File: config.mk
export PLATFORM = sky130hd
export DESIGN_NAME = mig_phrase_ctrl
export DESIGN_NICKNAME = d
export VERILOG_FILES = /design/src/rtl/mig_phrase_pkg.sv /design/src/rtl/phrase_fifo.sv /design/src/rtl/mig_phrase_ctrl.sv
export SDC_FILE = /design/constraint.sdc
export NUM_CORES = 2
export LEC_CHECK = 0
export CAP_MARGIN = 20
export CORE_UTILIZATION = 45
export CTS_BUF_LIST = sky130_fd_sc_hd__clkbuf_4
export CTS_CLUSTER_DIAMETER = 100
export CTS_CLUSTER_SIZE = 12
export DETAILED_ROUTE_END_ITERATION = 12
export GPL_ROUTABILITY_DRIVEN = 1
export SYNTH_ARGS = -nofsm -noshare
export SYNTH_HDL_FRONTEND = slang
export SYNTH_HIERARCHICAL = 1
export SYNTH_SLANG_ARGS = --single-unit
File: constraint.sdc
create_clock -name clk_in -period 6 [get_ports clk_in]
set_input_delay 1.2 -clock clk_in [delete_from_list [all_inputs] [get_ports clk_in]]
set_output_delay 1.2 -clock clk_in [all_outputs]
set_load 0.05 [all_outputs]
File: src/rtl/mig_phrase_pkg.sv
// Shared definitions for the MIG phrase controller: command encodings, widths, and FSM states.
package mig_phrase_pkg;
  localparam int PHRASE_W   = 128;
  localparam int APP_ADDR_W = 27;

  localparam logic [2:0] CMD_WRITE = 3'b000;
  localparam logic [2:0] CMD_READ  = 3'b001;

  typedef enum logic [0:0] {
    ST_CALIB = 1'b0,
    ST_RUN   = 1'b1
  } state_e;
endpackage

File: src/rtl/phrase_fifo.sv
// Synchronous FIFO with occupancy count, used as the read-return buffer.
// DEPTH must be a power of two; the head is visible the cycle after a push into an empty FIFO.
module phrase_fifo #(
  parameter int DEPTH = 16,
  parameter int WIDTH = 128
) (
  input  logic                   clk_in,
  input  logic                   rst_in,
  input  logic                   push,
  input  logic [WIDTH-1:0]       push_data,
  input  logic                   pop,
  output logic [WIDTH-1:0]       head_data,
  output logic                   empty,
  output logic [$clog2(DEPTH):0] count
);
  localparam int AW = $clog2(DEPTH);

  logic [WIDTH-1:0] mem_r [DEPTH];
  logic [AW-1:0]    wr_idx_r;
  logic [AW-1:0]    rd_idx_r;
  logic [AW:0]      count_r;
  logic             push_s;
  logic             pop_s;

  assign pop_s  = pop && (count_r != {(AW+1){1'b0}});
  assign push_s = push && ((count_r != (AW+1)'(DEPTH)) || pop_s);

  // Storage array; left unreset because the head output is gated by empty
  always_ff @(posedge clk_in) begin
    if (push_s) begin
      mem_r[wr_idx_r] <= push_data;
    end
  end

  // Index and occupancy tracking
  always_ff @(posedge clk_in or negedge rst_in) begin
    if (!rst_in) begin
      wr_idx_r <= {AW{1'b0}};
      rd_idx_r <= {AW{1'b0}};
      count_r  <= {(AW+1){1'b0}};
    end else begin
      if (push_s) wr_idx_r <= wr_idx_r + AW'(1);
      if (pop_s)  rd_idx_r <= rd_idx_r + AW'(1);
      case ({push_s, pop_s})
        2'b10:   count_r <= count_r + (AW+1)'(1);
        2'b01:   count_r <= count_r - (AW+1)'(1);
        default: count_r <= count_r;
      endcase
    end
  end

  assign empty     = (count_r == {(AW+1){1'b0}});
  assign head_data = empty ? {WIDTH{1'b0}} : mem_r[rd_idx_r];
  assign count     = count_r;
endmodule

File: src/rtl/mig_phrase_ctrl.sv
// Phrase-stream <-> MIG app_* endpoint with wrapping frame pointers and credit-limited reads.
// Optional macro MIG_PHRASE_WR_PRIORITY_EN: writes win every tie instead of round-robin.
module mig_phrase_ctrl
  import mig_phrase_pkg::*;
#(
  parameter int FRAME_PHRASES = 9600,
  parameter int ADDR_STEP     = 8,
  parameter int RD_DEPTH      = 16
) (
  input  logic                  clk_in,
  input  logic                  rst_in,
  input  logic                  init_calib_complete,
  input  logic                  wr_phrase_valid,
  output logic                  wr_phrase_ready,
  input  logic [PHRASE_W-1:0]   wr_phrase_data,
  output logic                  rd_phrase_valid,
  input  logic                  rd_phrase_ready,
  output logic [PHRASE_W-1:0]   rd_phrase_data,
  output logic [APP_ADDR_W-1:0] app_addr,
  output logic [2:0]            app_cmd,
  output logic                  app_en,
  input  logic                  app_rdy,
  output logic [PHRASE_W-1:0]   app_wdf_data,
  output logic                  app_wdf_wren,
  output logic                  app_wdf_end,
  input  logic                  app_wdf_rdy,
  input  logic [PHRASE_W-1:0]   app_rd_data,
  input  logic                  app_rd_data_valid
);
  localparam int PTR_W = $clog2(FRAME_PHRASES);
  localparam int CNT_W = $clog2(RD_DEPTH) + 1;

  state_e                state_r;
  state_e                state_nxt_s;
  logic [PTR_W-1:0]      wr_ptr_r;
  logic [PTR_W-1:0]      rd_ptr_r;
  logic [CNT_W-1:0]      outstanding_r;
  logic [CNT_W-1:0]      buf_count_s;
  logic [CNT_W:0]        credit_used_s;
  logic                  wr_elig_s;
  logic                  rd_elig_s;
  logic                  grant_wr_s;
  logic                  grant_rd_s;
  logic                  wr_acc_s;
  logic                  rd_acc_s;
  logic                  ret_push_s;
  logic                  pop_s;
  logic                  buf_empty_s;
  logic [APP_ADDR_W-1:0] wr_addr_s;
  logic [APP_ADDR_W-1:0] rd_addr_s;

  function automatic logic [PTR_W-1:0] ptr_inc(input logic [PTR_W-1:0] p);
    if (p == PTR_W'(FRAME_PHRASES - 1)) begin
      ptr_inc = {PTR_W{1'b0}};
    end else begin
      ptr_inc = p + PTR_W'(1);
    end
  endfunction

  // Buffered plus in-flight reads may never exceed the buffer depth
  assign credit_used_s = {1'b0, buf_count_s} + {1'b0, outstanding_r};
  assign wr_addr_s     = APP_ADDR_W'(wr_ptr_r) * APP_ADDR_W'(ADDR_STEP);
  assign rd_addr_s     = APP_ADDR_W'(rd_ptr_r) * APP_ADDR_W'(ADDR_STEP);

`ifndef MIG_PHRASE_WR_PRIORITY_EN
  logic last_wr_r;

  // Remember which side was last accepted so ties alternate
  always_ff @(posedge clk_in or negedge rst_in) begin
    if (!rst_in) begin
      last_wr_r <= 1'b0;
    end else if (wr_acc_s) begin
      last_wr_r <= 1'b1;
    end else if (rd_acc_s) begin
      last_wr_r <= 1'b0;
    end else begin
      last_wr_r <= last_wr_r;
    end
  end
`endif

  // Calibration state register
  always_ff @(posedge clk_in or negedge rst_in) begin
    if (!rst_in) begin
      state_r <= ST_CALIB;
    end else begin
      state_r <= state_nxt_s;
    end
  end

  // Next state, arbitration and command outputs
  always_comb begin
    state_nxt_s = state_r;
    grant_wr_s  = 1'b0;
    grant_rd_s  = 1'b0;
    app_en      = 1'b0;
    app_cmd     = CMD_READ;
    app_addr    = {APP_ADDR_W{1'b0}};
    case (state_r)
      ST_CALIB: state_nxt_s = init_calib_complete ? ST_RUN : ST_CALIB;
      ST_RUN:   state_nxt_s = init_calib_complete ? ST_RUN : ST_CALIB;
      default:  state_nxt_s = ST_CALIB;
    endcase
    wr_elig_s = (state_r == ST_RUN) && wr_phrase_valid && app_wdf_rdy;
    rd_elig_s = (state_r == ST_RUN) && (credit_used_s < (CNT_W+1)'(RD_DEPTH));
    if (wr_elig_s && rd_elig_s) begin
`ifdef MIG_PHRASE_WR_PRIORITY_EN
      grant_wr_s = 1'b1;
      grant_rd_s = 1'b0;
`else
      grant_wr_s = !last_wr_r;
      grant_rd_s = last_wr_r;
`endif
    end else begin
      grant_wr_s = wr_elig_s;
      grant_rd_s = rd_elig_s;
    end
    app_en = grant_wr_s || grant_rd_s;
    if (grant_wr_s) begin
      app_cmd  = CMD_WRITE;
      app_addr = wr_addr_s;
    end else if (grant_rd_s) begin
      app_cmd  = CMD_READ;
      app_addr = rd_addr_s;
    end else begin
      app_cmd  = CMD_READ;
      app_addr = {APP_ADDR_W{1'b0}};
    end
  end

  assign wr_acc_s        = grant_wr_s && app_rdy;
  assign rd_acc_s        = grant_rd_s && app_rdy;
  assign wr_phrase_ready = wr_acc_s;
  assign app_wdf_wren    = wr_acc_s;
  assign app_wdf_end     = wr_acc_s;
  assign app_wdf_data    = wr_phrase_data;
  // Returns with nothing outstanding are stale beats from before a reset
  assign ret_push_s      = app_rd_data_valid && (outstanding_r != {CNT_W{1'b0}});
  assign rd_phrase_valid = !buf_empty_s;
  assign pop_s           = !buf_empty_s && rd_phrase_ready;

  // Frame pointers and in-flight read count
  always_ff @(posedge clk_in or negedge rst_in) begin
    if (!rst_in) begin
      wr_ptr_r      <= {PTR_W{1'b0}};
      rd_ptr_r      <= {PTR_W{1'b0}};
      outstanding_r <= {CNT_W{1'b0}};
    end else begin
      if (wr_acc_s) wr_ptr_r <= ptr_inc(wr_ptr_r);
      if (rd_acc_s) rd_ptr_r <= ptr_inc(rd_ptr_r);
      case ({rd_acc_s, ret_push_s})
        2'b10:   outstanding_r <= outstanding_r + CNT_W'(1);
        2'b01:   outstanding_r <= outstanding_r - CNT_W'(1);
        default: outstanding_r <= outstanding_r;
      endcase
    end
  end

  phrase_fifo #(
    .DEPTH (RD_DEPTH),
    .WIDTH (PHRASE_W)
  ) u_rd_buf (
    .clk_in    (clk_in),
    .rst_in    (rst_in),
    .push      (ret_push_s),
    .push_data (app_rd_data),
    .pop       (pop_s),
    .head_data (rd_phrase_data),
    .empty     (buf_empty_s),
    .count     (buf_count_s)
  );
endmodule

After elaboration in Yosys (flattened, before gate mapping)
Memory sizes are Yosys's and may differ from the RTL's.
Cells that the tools add are included.
{ "word_totals": {"regBits": 48, "ram_bits": 2048, "wordCells": 61, "memories": 1} }
{ "mem_list": {"columns": ["memory", "words", "word_bits", "read_ports", "rd_clocked_by_memory_dff", "write_ports", "line", "rtl"], "rows": [
  ["u_rd_buf.mem_r", 16, 128, 1, 0, 1, "phrase_fifo.sv:18", "logic [WIDTH-1:0] mem_r [DEPTH];"]
]} }
{ "classes": {"n_addsub": 9, "order_cmp": 1, "n_eq_ne": 7, "muxes": 15, "reduce_logical": 20} }
{ "ops": {"columns": ["operator", "n"], "rows": [
  ["2-to-1 mux 128 bit", 1],
  ["2-to-1 mux 17 bit", 2],
  ["adder 14 x 1 -> 14 bit (second input constant)", 2],
  ["equality test 14 bit (second input constant)", 2],
  ["2-to-1 mux 14 bit", 2],
  ["one-hot mux 5 bit (2 select lines)", 2],
  ["adder 5 x 1 -> 5 bit (second input constant)", 2],
  ["logical AND 1 bit", 10],
  ["nonzero test 5 bit", 2],
  ["subtractor 5 x 1 -> 5 bit (second input constant)", 2],
  ["adder 4 x 1 -> 4 bit (second input constant)", 2],
  ["2-to-1 mux 1 bit", 8],
  ["adder 5 x 5 -> 6 bit", 1],
  ["less-than comparator 6 x 5 -> 1 bit (second input constant)", 1],
  ["nonzero test 2 bit", 3],
  ["zero test 5 bit", 1],
  ["!= test 5 bit (second input constant)", 1],
  ["equality test 2 x 1 -> 1 bit (second input constant)", 2],
  ["equality test 2 bit (second input constant)", 2],
  ["zero test 1 bit", 2],
  ["logical OR 1 bit", 2]
]} }

Logic depth before layout (Yosys ltp)
{ "depth": {"word_depth": 8, "ltp_mapped": 12, "ltp_nobuf": 12} }

Modules after synthesis
The synthesis kept the hierarchy.
{ "by_module_without_submodules": {"columns": ["mod", "instances", "cells_each", "area_per_inst_um2"], "rows": [
  ["phrase_fifo", 1, 3260, 78492.8],
  ["mig_phrase_ctrl", 1, 392, 3330.7]
]} }

Worst setup path before layout
OpenSTA, ideal clock, no wires.
{ "synth_timing": {"path_type": "input to register", "startpoint": "in rd_phrase_ready", "endpoint": "mem u_rd_buf.mem_r[10][0] (enable)", "arrival_ps": 4984, "t_required_ps": 5498, "path_slack_ps": 515, "path_stages": 5, "path_buffers": 0, "path_cell_list": "nor2b_1 -> nand2b_1 -> o21ai_1 -> nor3b_1 -> and2_1"} }
{ "synth_via": {"elab_chain_len": 6} }
{ "synth_rtl": {"columns": ["item", "line", "rtl"], "rows": [
  ["start, declared", "mig_phrase_ctrl.sv:17", "input logic rd_phrase_ready,"],
  ["logical AND 1 bit", "mig_phrase_ctrl.sv:140", "assign pop_s = !buf_empty_s && rd_phrase_ready;"],
  ["logical AND 1 bit", "phrase_fifo.sv:25", "assign pop_s = pop && (count_r != {(AW+1){1'b0}});"],
  ["logical OR 1 bit", "phrase_fifo.sv:26", "assign push_s = push && ((count_r != (AW+1)'(DEPTH)) || pop_s);"],
  ["logical AND 1 bit", "phrase_fifo.sv:26", null],
  ["2-to-1 mux 1 bit", "phrase_fifo.sv:30", "if (push_s) begin"],
  ["2-to-1 mux 1 bit (not written as such)", "phrase_fifo.sv:31", "mem_r[wr_idx_r] <= push_data;"],
  ["end, declared", "phrase_fifo.sv:18", null]
]} }
No other way between the ends.

Worst setup path after layout
{ "layout_timing": {"startpoint": "reg u_rd_buf.rd_idx_r[0]", "endpoint": "out rd_phrase_data[16]"} }
{ "layout_via": {"elab_chain_len": 2} }
{ "layout_rtl": {"columns": ["item", "line", "rtl"], "rows": [
  ["start, declared", "phrase_fifo.sv:20", "logic [AW-1:0] rd_idx_r;"],
  ["start signal, assigned", "phrase_fifo.sv:39", "rd_idx_r <= {AW{1'b0}};"],
  ["start signal, assigned", "phrase_fifo.sv:43", "if (pop_s) rd_idx_r <= rd_idx_r + AW'(1);"],
  ["memory read (16 x 128 bit)", null, null],
  ["2-to-1 mux 128 bit", "phrase_fifo.sv:53", "assign head_data = empty ? {WIDTH{1'b0}} : mem_r[rd_idx_r];"],
  ["end, declared", "mig_phrase_ctrl.sv:18", "output logic [PHRASE_W-1:0] rd_phrase_data,"]
]} }
No other way between the ends.

==> metrics <==
status=completed; Port Buf Inserts=283; final worst slack=0.282 ns; CP Data Required Time=4.80 ns; nets=4,234; clk slew on worst S/H paths=approximately 0.15 ns; H-tree level count=4; TritonCTS buffer count=approximately 190; first-pass GRT wire length=between 200,000 and 300,000 um; Pins Over Slew Limit=0; All-Layer GR Usage=a little over a fifth; P_sw=~15 mW; final hold violation count=0; total gr overflow=0; Combinational Power Share=42.2%; CP bufs+invs=3; Die Wd=roughly 430 um; TNS Setup=0 ns; clk sink count=about 2,100; TritonCTS clock tree=yes; CP startpoint kind=register; die area=between 0.15 and 0.2 mm2; worst slew pin tran=approximately 1.0 ns; Peak VDD IR=roughly 430 uV; # IOs=between 500 and 600; Pre-antenna DRT Iters=5; Internal=between 20 and 30 mW; Cell Pwr Density=approximately 470 mW/mm2; final core occ=between 40% and 50%; Area Overhead vs Synth=8.95%; Top FF cell, synth=edfxtp_1; fillers=~15,000; Placeable Area=around 0.18 mm2; commonest non-fill, non-tap cell in the layout=edfxtp_1; Root Driver=clkbuf_4; DRT iter0 DRCs=2,986; routed via count=between 30,000 and 40,000; Die Ht=428 um; Via-to-Cell Ratio=just under 6; dpl cells=6,121; Post-Synthesis Cell Area=between 0.08 and 0.09 mm2; Clk Latency, worst-skew pair=about 1.3 ns; count of final setup violators=0; num rows=between 150 and 200; cell family with most CP delay=buffers and inverters; Register Area=0.0627 mm2; crit path cell chain=buf_4, buf_4, mux4_2, nand3_1, o221ai_1, clkdlybuf4s50_1; final WL=201,000 um; share of cells above drive strength 1=22.9%; slowest stage delay, CP=approximately 0.81 ns; antenna viol nets, final=0; Final period util=between 90 and 100%; RSZ-0062 raised after global routing=no; non-filler cells, final=approximately 6,400; CP max-delay cell=clkdlybuf4s50_1; GP Congestion=approximately 0.8; routed len/inst=between 30 and 40 um; worst-path fanout max=20; minimum hold slack=0.324 ns; Mapped Cells=3,652; Setup Skew=0.124 ns; Yosys reg bits=roughly 2,100; Lkg Pwr=27.7 nW; Initial Util=a little under half; Yosys cell types=70; EDFF count, synth=just over 2,000; number of global-route vias before repair=roughly 39,000; Post-synth ARST share=2.29%; Multi-input gate area=~0.017 mm2; register area share after synthesis=between 70% and 80%; fmax=~170 MHz; synth warn=6; post-route cell area=a little under 0.09 mm2; Reg power frac=between 40% and 50%; Sw Ratio=about 37%; Avg Inst Size Synth=roughly 22 um2; antenna violations before repair=25; CTS Buffer Depth=3; fin crit period=~5.7 ns; Place WS=1.04 ns; HPWL after DPL=113,000 um; most frequent cells in the layout=2,048 x edfxtp_1, 509 x mux4_2, 282 x clkdlybuf4s50_1; CP Data Arrival Time=approximately 4.5 ns; largest net degree at the start of global routing=between 90 and 100; CP most frequent cell=buf_4; DP Area=0.0873 mm2; Tot Pwr=around 42 mW; crit path capture type=primary output; Clock power frac=between 10 and 15%; critical path class=reg2out; DRC=0; Slew headroom=between 30% and 40%; type of the most critical hold path=in2reg; Max Cap Viol=0
cell usage after synthesis (all sizes together) (32+ instances only):
cell type / n / share of area, %
a221o: 95 / 1.2
buf: 260 / 2.4
clkbuf: 68 / 0.31
dfrtp: 48 / 1.5
edfxtp: 2048 / 75
mux2i: 134 / 1.6
mux4: 509 / 14
nand2: 52 / 0.24
nand3: 52 / 0.32
nor2b: 98 / 0.75
o21ai: 36 / 0.22
o221ai: 32 / 0.34
state kept, by name, indices dropped and copies added, names as in the netlist:
register           cells
last_wr_r              1
u_rd_buf/mem_r      2048
wr_ptr_r              14
state_r                1
u_rd_buf/count         5
outstanding_r          5
u_rd_buf/wr_idx_r      4
u_rd_buf/rd_idx_r      4
rd_ptr_r              14
layer usage:
| layer | up-vias | wire length (um) | part of all wire, % | track usage, % |
|---|---|---|---|---|
| li1 | 15700 | - | - | - |
| met1 | 20500 | 80200 | 40 | 28.6 |
| met2 | 1218 | 101000 | 50 | 36.6 |
| met3 | 324 | 13200 | 6.6 | 4.64 |
| met4 | 20 | 6690 | 3.3 | 7.60 |
| met5 | - | 136 | 0.068 | 0 |
power by group through the flow:
stage               Combinational (mW)  Sequential (mW)  Clock [mW]
floorplan                         12.4             18.3           0
global placement                  17.9             18.4           0
detailed placement                17.9             18.5           0
CTS                               18.1             18.1        6.38
global route                      18.6             18.2        6.83
finish                            17.7             18.1        6.13
kinds of logic after synthesis:
logic type      count (synthesis)  share of synthesized area [%]
simple gates                  285                           2.05
compound gates                203                           2.10
xor+xnor                       24                          0.257
fa+ha+maj                      20                          0.324
mux                           650                           15.7
buf+inv                       373                           2.89
other cells                     1                        0.00458
flops                        2096                           76.6
final cells by class:
type                            instances  share of cell area (%)
Antenna cell                           10                  0.0281
Timing Repair Buffer                  417                    5.21
Sequential cell                      2096                    70.3
Inverter                               45                   0.192
Clock buffer                          200                    1.68
Clock inverter                         17                   0.282
Tap cell                             2370                    3.33
Multi-Input combinational cell       1197                    18.9
what timing repair did:
item,CTS,global route
resized for setup,4,1
buffers inserted,3,0
pin swaps,0,0
setup endpoints to repair,75,1
hold endpoints to repair,48,0
hold buffers,1,0
worst paths after layout:
path / cells after the start / endpoint / start / slack, ns
max reg2reg: 9 / u_rd_buf/mem_r[7][49] / u_rd_buf/count[1] / 2.22
min: 1 / state_r / init_calib_complete / 0.32
max in group asynchronous: 3 / u_rd_buf/rd_idx_r[0] / rst_in / 4.97
min in group asynchronous: 3 / rd_ptr_r[11] / rst_in / 0.52
min reg2reg: 1 / outstanding_r[4] / outstanding_r[4] / 0.52
max: 6 / rd_phrase_data[16] / u_rd_buf/rd_idx_r[0] / 0.28
(Power assumes the default switching activity.)
